File: config.mk
export PLATFORM = sky130hd
export DESIGN_NAME = bcd_entry_register
export DESIGN_NICKNAME = d
export VERILOG_FILES = /design/src/rtl/bcd_entry_pkg.sv /design/src/rtl/bcd_to_bin_seq.sv /design/src/rtl/bcd_entry_register.sv
export SDC_FILE = /design/constraint.sdc
export NUM_CORES = 1
export LEC_CHECK = 0
export BUFFER_PORTS_ARGS = -buffer_cell sky130_fd_sc_hd__buf_4
export CAP_MARGIN = 10
export CORE_MARGIN = 2
export CORE_UTILIZATION = 42
export DETAILED_ROUTE_END_ITERATION = 7
export SYNTH_ARGS = -nofsm -noshare
export SYNTH_HDL_FRONTEND = slang
export SYNTH_SLANG_ARGS = --single-unit
File: constraint.sdc
create_clock -name clk -period 4.3 [get_ports clk]
set_clock_uncertainty 0.2 [all_clocks]
set_input_delay 0.43 -clock clk [delete_from_list [all_inputs] [get_ports clk]]
set_output_delay 0.43 -clock clk [all_outputs]
set_load 0.05 [all_outputs]
File: src/rtl/bcd_entry_pkg.sv
// Shared key codes, entry FSM state type and key classification helper
// for the BCD entry register.
package bcd_entry_pkg;

  localparam logic [3:0] KEY_BACKSPACE = 4'hE;
  localparam logic [3:0] KEY_ENTER     = 4'hF;

  typedef enum logic {
    ENTRY  = 1'b0,
    LOCKED = 1'b1
  } entry_state_t;

  function automatic logic is_digit(input logic [3:0] key);
    return key <= 4'd9;
  endfunction

endpackage

File: src/rtl/bcd_to_bin_seq.sv
// Iterative BCD-to-binary converter: one digit per cycle, MSD first,
// result clamped to MAX_VALUE with a saturation flag.
module bcd_to_bin_seq
  import bcd_entry_pkg::*;
#(
  parameter int unsigned NUM_DIGITS = 3,
  parameter int unsigned MAX_VALUE  = 255,
  localparam int unsigned BIN_W     = $clog2(MAX_VALUE + 1),
  localparam int unsigned ACC_W     = 4 * NUM_DIGITS,
  localparam int unsigned IDX_W     = (NUM_DIGITS > 1) ? $clog2(NUM_DIGITS) : 1
) (
  input  logic             clk,
  input  logic             rst,
  input  logic             start_i,
  input  logic             abort_i,
  input  logic [ACC_W-1:0] digits_i,
  output logic             busy_o,
  output logic [BIN_W-1:0] bin_value_o,
  output logic             saturated_o
);

  logic             busy_q;
  logic [ACC_W-1:0] acc_q;
  logic [IDX_W-1:0] idx_q;
  logic [BIN_W-1:0] bin_q;
  logic             sat_q;

  logic [3:0]       cur_digit_c;
  logic [ACC_W-1:0] acc_next_c;
  logic             sat_c;

  // Digit selected by idx_q; the digit register is stable while busy.
  always_comb begin
    cur_digit_c = 4'(digits_i >> {idx_q, 2'b00});
    acc_next_c  = (acc_q * ACC_W'(10)) + ACC_W'(cur_digit_c);
    sat_c       = 32'(acc_next_c) > 32'(MAX_VALUE);
  end

  always_ff @(posedge clk or negedge rst) begin
    if (!rst) begin
      busy_q <= 1'b0;
      acc_q  <= '0;
      idx_q  <= '0;
      bin_q  <= '0;
      sat_q  <= 1'b0;
    end else if (abort_i) begin
      busy_q <= 1'b0;
      acc_q  <= '0;
      idx_q  <= '0;
      bin_q  <= '0;
      sat_q  <= 1'b0;
    end else if (start_i) begin
      busy_q <= 1'b1;
      acc_q  <= '0;
      idx_q  <= IDX_W'(NUM_DIGITS - 1);
    end else if (busy_q) begin
      if (idx_q == '0) begin
        busy_q <= 1'b0;
        bin_q  <= sat_c ? BIN_W'(MAX_VALUE) : BIN_W'(acc_next_c);
        sat_q  <= sat_c;
      end else begin
        acc_q <= acc_next_c;
        idx_q <= idx_q - IDX_W'(1);
      end
    end
  end

  assign busy_o      = busy_q;
  assign bin_value_o = bin_q;
  assign saturated_o = sat_q;

endmodule

File: src/rtl/bcd_entry_register.sv
// Keypad entry buffer: collects decimal keys into an N-digit BCD register
// with backspace/enter/clear, and hands the digits to the binary converter.
module bcd_entry_register
  import bcd_entry_pkg::*;
#(
  parameter int unsigned NUM_DIGITS = 3,
  parameter int unsigned MAX_VALUE  = 255,
  localparam int unsigned BIN_W     = $clog2(MAX_VALUE + 1),
  localparam int unsigned DIG_W     = 4 * NUM_DIGITS,
  localparam int unsigned CNT_W     = $clog2(NUM_DIGITS + 1)
) (
  input  logic             clk,
  input  logic             rst,
  input  logic             op_ctrl,
  input  logic [3:0]       key_val,
  input  logic             key_valid,
  output logic [DIG_W-1:0] bcd_value,
  output logic [BIN_W-1:0] bin_value,
  output logic             saturated,
  output logic [CNT_W-1:0] digit_count,
  output logic             full,
  output logic             conv_busy,
  output logic             locked,
  output logic             value_ready
);

  entry_state_t     state_q, state_d;
  logic [DIG_W-1:0] digits_q, digits_d;
  logic [CNT_W-1:0] count_q, count_d;
  logic             full_q;
  logic             done_q, done_d;
  logic             ready_q, ready_d;
  logic             start_c;

  always_ff @(posedge clk or negedge rst) begin
    if (!rst) begin
      state_q  <= ENTRY;
      digits_q <= '0;
      count_q  <= '0;
      full_q   <= 1'b0;
      done_q   <= 1'b0;
      ready_q  <= 1'b0;
    end else begin
      state_q  <= state_d;
      digits_q <= digits_d;
      count_q  <= count_d;
      full_q   <= (count_d == CNT_W'(NUM_DIGITS));
      done_q   <= done_d;
      ready_q  <= ready_d;
    end
  end

  always_comb begin
    state_d  = state_q;
    digits_d = digits_q;
    count_d  = count_q;
    done_d   = done_q;
    ready_d  = 1'b0;
    start_c  = 1'b0;

    if (op_ctrl) begin
      state_d  = ENTRY;
      digits_d = '0;
      count_d  = '0;
      done_d   = 1'b0;
    end else begin
      case (state_q)
        ENTRY: begin
          done_d = 1'b0;
          if (key_valid) begin
            if (is_digit(key_val)) begin
              // Leading zeros are dropped so the count reflects significant digits.
              if ((count_q != CNT_W'(NUM_DIGITS)) &&
                  !((key_val == 4'd0) && (count_q == '0))) begin
                digits_d = DIG_W'({digits_q, key_val});
                count_d  = count_q + CNT_W'(1);
                start_c  = 1'b1;
              end
            end else if (key_val == KEY_BACKSPACE) begin
              if (count_q != '0) begin
                digits_d = digits_q >> 4;
                count_d  = count_q - CNT_W'(1);
                start_c  = 1'b1;
              end
            end else if (key_val == KEY_ENTER) begin
              state_d = LOCKED;
            end
          end
        end
        LOCKED: begin
          // One ready pulse per lock, once the converter has settled.
          if (!conv_busy && !done_q) begin
            ready_d = 1'b1;
            done_d  = 1'b1;
          end
        end
        default: state_d = ENTRY;
      endcase
    end
  end

  bcd_to_bin_seq #(
    .NUM_DIGITS (NUM_DIGITS),
    .MAX_VALUE  (MAX_VALUE)
  ) u_conv (
    .clk         (clk),
    .rst         (rst),
    .start_i     (start_c),
    .abort_i     (op_ctrl),
    .digits_i    (digits_q),
    .busy_o      (conv_busy),
    .bin_value_o (bin_value),
    .saturated_o (saturated)
  );

  assign bcd_value   = digits_q;
  assign digit_count = count_q;
  assign full        = full_q;
  assign locked      = (state_q == LOCKED);
  assign value_ready = ready_q;

endmodule
Word level (Yosys, flattened, before mapping)
Cells that the tools add are included.
{"block": "totals", "elab_cells": 102, "input_bits": 8, "regBits": 42, "output_inout_bits": 27}
{"block": "classes", "muxes": 54, "n_addsub": 4, "multipliers": 1, "n_shift": 1, "magnitude_cmp": 2, "n_reduce_logical": 19, "n_eq_ne": 9, "n_bitwise": 1}
{"op": "two-way mux 12 bit", "n": 11}
{"op": "two-way mux 8 bit", "n": 5}
{"op": "two-way mux 1 bit", "n": 26}
{"op": "two-way mux 2 bit", "n": 11}
{"op": "adder 12 x 4 -> 12 bit", "n": 1}
{"op": "greater-than comparator 12 x 8 -> 1 bit, second input constant", "n": 1}
{"op": "multiplier 12 x 3 -> 11 bit, second input constant", "n": 1}
{"op": "right shift 12 x 4 -> 4 bit", "n": 1}
{"op": "nonzero test 3 bit", "n": 3}
{"op": "== test 4 bit, second input constant", "n": 2}
{"op": "nonzero test 2 bit", "n": 4}
{"op": "!= test 2 bit, second input constant", "n": 3}
{"op": "!= test 3 x 2 -> 1 bit, second input constant", "n": 2}
{"op": "AND reduction 5 bit", "n": 1}
{"op": "<= comparator 4 bit, second input constant", "n": 1}
{"op": "zero test 2 bit", "n": 2}
{"op": "zero test 4 bit", "n": 1}
{"op": "subtractor 2 x 1 -> 2 bit, second input constant", "n": 2}
{"op": "logical AND 1 bit", "n": 3}
{"op": "zero test 1 bit", "n": 3}
{"op": "!= test 3 bit, second input constant", "n": 1}
{"op": "AND reduction 3 bit", "n": 1}
{"op": "adder 2 x 1 -> 2 bit, second input constant", "n": 1}
{"op": "== test 2 bit, second input constant", "n": 1}
{"op": "3 further kinds", "n": 3}

Longest topological paths before layout
{"block": "logic_depth", "ltp_word": 11, "mapped_depth": 12, "mapped_depth_nobuf": 12}

By module
A second synthesis with hierarchy kept.
{"block": "hier_totals", "cells_unflattened": 283, "hier_area_um2": 2731.4}
{"mod": "bcd_to_bin_seq", "instances": 1, "cells_each": 184, "seq_area_each_um2": 575.6, "area_per_inst_um2": 1760.4}
{"mod": "bcd_entry_register", "instances": 1, "cells_each": 99, "seq_area_each_um2": 450.4, "area_per_inst_um2": 970.9}

Least setup slack after synthesis
Ideal clock, no wire load.
{"block": "synth_path", "kind": "reg2reg", "startpoint": "register u_conv.acc_q[1]", "endpoint": "register u_conv.bin_q[1] (netlist: u_conv.bin_value_o[1])", "path_stages_with_launch": 10, "n_path_buf": 0, "synth_period_minus_slack_ps": 3228, "setup_time_ps": 146, "required_ps": 3954, "setup_slack_ps": 1072, "t_arrival_ps": 2882, "path_cell_list": "dfrtp_1 -> ha_1 -> ha_1 -> fa_1 -> xnor2_1 -> a211oi_2 -> or3b_1 -> mux2i_1 -> o41ai_2 -> o21ai_0"}
{"block": "synth_via", "elab_chain_len": 8}
{"item": "from (decl)", "line_no": "bcd_to_bin_seq.sv:23", "rtl": "logic [ACC_W-1:0] acc_q;"}
{"item": "from (signal assigned)", "line_no": "bcd_to_bin_seq.sv:62", "rtl": "acc_q <= acc_next_c;"}
{"item": "multiplier 12 x 3 -> 11 bit", "line_no": "bcd_to_bin_seq.sv:35", "rtl": "acc_next_c = (acc_q * ACC_W'(10)) + ACC_W'(cur_digit_c);"}
{"item": "adder 12 x 4 -> 12 bit", "line_no": "bcd_to_bin_seq.sv:35"}
{"item": "greater-than comparator 12 x 8 -> 1 bit", "line_no": "bcd_to_bin_seq.sv:36", "rtl": "sat_c = 32'(acc_next_c) > 32'(MAX_VALUE);"}
{"item": "two-way mux 8 bit", "line_no": "bcd_to_bin_seq.sv:59", "rtl": "bin_q <= sat_c ? BIN_W'(MAX_VALUE) : BIN_W'(acc_next_c);"}
{"item": "two-way mux 8 bit", "line_no": "bcd_to_bin_seq.sv:57", "rtl": "if (idx_q == '0) begin"}
{"item": "two-way mux 8 bit", "line_no": "bcd_to_bin_seq.sv:56", "rtl": "end else if (busy_q) begin"}
{"item": "two-way mux 8 bit", "line_no": "bcd_to_bin_seq.sv:52", "rtl": "end else if (start_i) begin"}
{"item": "two-way mux 8 bit", "line_no": "bcd_to_bin_seq.sv:46", "rtl": "end else if (abort_i) begin"}
{"item": "to (signal assigned)", "line_no": "bcd_to_bin_seq.sv:59"}
{"item": "to (decl)", "line_no": "bcd_to_bin_seq.sv:25", "rtl": "logic [BIN_W-1:0] bin_q;"}
Every way passes these cells. The select of a mux whose other input is x is not followed.
A chain may end at the register's enable or synchronous reset.

Worst setup path in the final report
{"block": "layout_path", "startpoint": "register u_conv.acc_q[1]", "endpoint": "register u_conv.bin_q[7] (netlist: u_conv.bin_value_o[7])"}
{"block": "layout_via", "elab_chain_len": 8}
{"item": "multiplier 12 x 3 -> 11 bit (*)", "line_no": "bcd_to_bin_seq.sv:35"}
{"item": "adder 12 x 4 -> 12 bit (*)", "line_no": "bcd_to_bin_seq.sv:35"}
{"item": "greater-than comparator 12 x 8 -> 1 bit", "line_no": "bcd_to_bin_seq.sv:36"}
{"item": "two-way mux 8 bit (*)", "line_no": "bcd_to_bin_seq.sv:59"}
{"item": "two-way mux 8 bit (*)", "line_no": "bcd_to_bin_seq.sv:57"}
{"item": "two-way mux 8 bit (*)", "line_no": "bcd_to_bin_seq.sv:56"}
{"item": "two-way mux 8 bit (*)", "line_no": "bcd_to_bin_seq.sv:52"}
{"item": "two-way mux 8 bit (*)", "line_no": "bcd_to_bin_seq.sv:46"}
Every way passes the cells marked *; elsewhere a longest branch is shown, timed or not. The select of a mux whose other input is x is not followed.

==> qor.txt <==
status: completed
design area: 3074 µm²
r2r setup slk: 0.72 ns
Startpoint Class: flop
Worst-Skew Late Latency: 0.30 ns
# diodes: 0
WP data required: 4.25 ns
first-pass iteration count of the detailed router: 4
Seq. cell area: 1026 µm²
Final Net Count: 343
DRC errors left: 0
Die Height: 83.32 µm
die area: 6942 µm²
CP Max Fanout: 9
CTS H-tree depth: 2
Hold Path Class: primary input to flop
remaining antenna violation count: 0
first-pass GRT wire length: 10610 µm
Final Setup Violations: 0
IO Count: 35
Area Growth Syn to Fin: 16.34%
Tot GR Track Use: 18.65%
Slew Limit Fails: 0
routed wire length: 6014 µm
post-synthesis cell count: 278
Final period util: 83.27%
synthesis-stage register bit count: 41
Sink Count: 41
Mapped Nets: 307
Avg Inst Size Synth: 9.506 µm²
TritonCTS clock tree: yes
RSZ-0062 raised after global routing: false
# resized after CTS: 0
slew margin rel.: 46.52%
CTS max path bufs: 2
metal2 WL: 2581 µm
CTS buffer count: 5
die width: 83.32 µm
P per Cell Area: 270.8 nW/µm²
fin crit period: 3.581 ns
First DRT Iteration DRCs: 91
gr ovfl total: 0
placed inst area: 2977 µm²
largest net degree at the start of global routing: 42
MaxCap Viol Count: 0
most frequent cells in the layout: dfrtp_1, buf_4, nor2_1
final core occ: 51.32%
Setup Crit Path Kind: flop to flop
number of distinct library cells after synthesis: 53
Fin. Hold Viols: 0
initial antenna violation count: 0
RD Place Congestion: 0.8019
Setup TNS: 0 ns
Wirelength per Cell: 15.42 µm
Cell Rows: 28
Starting Density: 44.11%
clk slew on worst S/H paths: 0.08 ns
WL met3: 243 µm
top_reg_cell synth: dfrtp_1
vias post-DR: 2167
Leak: 1.453 nW
CTS root buf: clkbuf_8
layout filler cell count: 561
Netlist Area Pre-Place: 2643 µm²
core region area: 5991 µm²
crit path DAT: 3.53 ns
vias in the first global route: 2117
vias per cell: 5.556
Peak Freq: 0.2793 GHz
Post-synth ARST share: 100.0%
Final HPWL DP: 4446 µm
Critical Path End Type: flop
most common cell after layout, fill and taps aside: dfrtp_1
Worst Max-Slew Pin Slew: 0.8021 ns
uppermost routed layer: met4
WL met1: 3127 µm
share of layout cells above drive strength 1: 20.32%
Yosys Warn Count: 0
Peak VDD IR: 0.1773 mV
number of synthesized flops with an enable pin: 0
multi-input logic area: 1549 µm²
PortBufs: 34
sequential fraction of the synthesis area: 38.83%
==> report_power, final <==
part           switching, mW  leakage (nW)  internal (mW)  total, mW
clock                  0.140        0.0374          0.114      0.254
combinational          0.108         0.849         0.0545      0.162
sequential            0.0180         0.566          0.398      0.416
==> cells by family after synthesis <==
group	after synthesis	synth area share, %
and+or+nand+nor	94	17.80
AOI/OAI and AO/OA	80	21.50
muxes	11	4.167
buffers and inverters	17	2.557
adders and majority gates	21	10.51
xor gates and xnor gates	14	4.640
DFF	41	38.83
==> final timing paths <==
path | depth (start not counted) | start | end
max | 9 | u_conv.acc_q[1]$_DFFE_PN0P_ | u_conv.bin_value_o[7]$_DFFE_PN0P_
min | 3 | key_valid | locked$_DFF_PN0_
max reg2reg | 9 | u_conv.acc_q[1]$_DFFE_PN0P_ | u_conv.bin_value_o[7]$_DFFE_PN0P_
min reg2reg | 1 | done_q$_DFFE_PN0P_ | value_ready$_DFF_PN0_
max in group asynchronous | 2 | rst | u_conv.acc_q[8]$_DFFE_PN0P_
min in group asynchronous | 2 | rst | bcd_value[2]$_DFFE_PN0P_
==> Yosys cell counts (3+ instances only) <==
cell type	n	area share, %
a211oi_1	13	3.7
a211oi_2	3	1.4
a21oi_1	19	3.6
a22oi_1	5	1.4
clkbuf_1	6	0.85
dfrtp_1	41	39
ha_1	19	9.0
inv_1	8	1.1
mux2i_1	11	4.2
nand2_1	26	3.7
nand2b_1	3	0.71
nand3_1	6	1.1
nor2_1	32	4.5
nor2b_1	4	0.95
nor3_1	7	1.3
o21ai_0	15	2.8
o22ai_1	3	0.71
xnor2_1	8	2.7
xor2_1	6	2.0
==> flip-flops by register name, summed over array words and instances (netlist names) <==
signal              count
u_conv.idx_q            2
locked                  1
digit_count             2
u_conv.busy_o           1
u_conv.bin_value_o      8
value_ready             1
full                    1
u_conv.acc_q           11
u_conv.saturated_o      1
done_q                  1
bcd_value              12
==> through the flow <==
step	instances	power, mW	hold slack, ns	setup slack, ns
after global routing	390	0.8795	0.2208	0.4864
after floorplan	278	0.5310	-0.06559	1.072
after CTS	390	0.8437	0.1984	0.7007
final	390	0.8325	0.2052	0.7195
after global placement	381	0.5850	0.2169	0.7669
after detailed placement	381	0.5862	0.2228	0.7048
==> repair_timing <==
item / 4_1_cts / 5_1_grt
setup buffers: 0 / 0
hold endpoints to repair: 41 / 0
setup endpoints to repair: 0 / 0
hold buffers: 1 / 0
==> layer usage <==
| layer | up-vias | global-route usage [%] |
|---|---|---|
| li1 | 1089 | - |
| met1 | 1035 | 28.22 |
| met2 | 37 | 26.69 |
| met3 | 6 | 3.976 |
| met4 | 0 | 5.216 |
| met5 | - | 0 |
==> critical path, stage by stage, from the launching register on <==
cell,delay [ns]
dfrtp_1,0.44
ha_1,0.32
ha_1,0.24
fa_1,0.42
xnor2_1,0.20
a211oi_2,0.30
or3b_1,0.44
mux2i_1,0.15
o41ai_2,0.57
o21ai_0,0.17
==> layout make-up <==
type	instances	share of cell area (%)
multi-input cells	220	50.39
well taps	75	3.053
clock inverters	2	0.4884
repair buffers	38	9.361
inverters	8	0.9768
clock buffers	6	2.361
flip-flops and latches	41	33.37
Power figures use the tool's default switching activity.
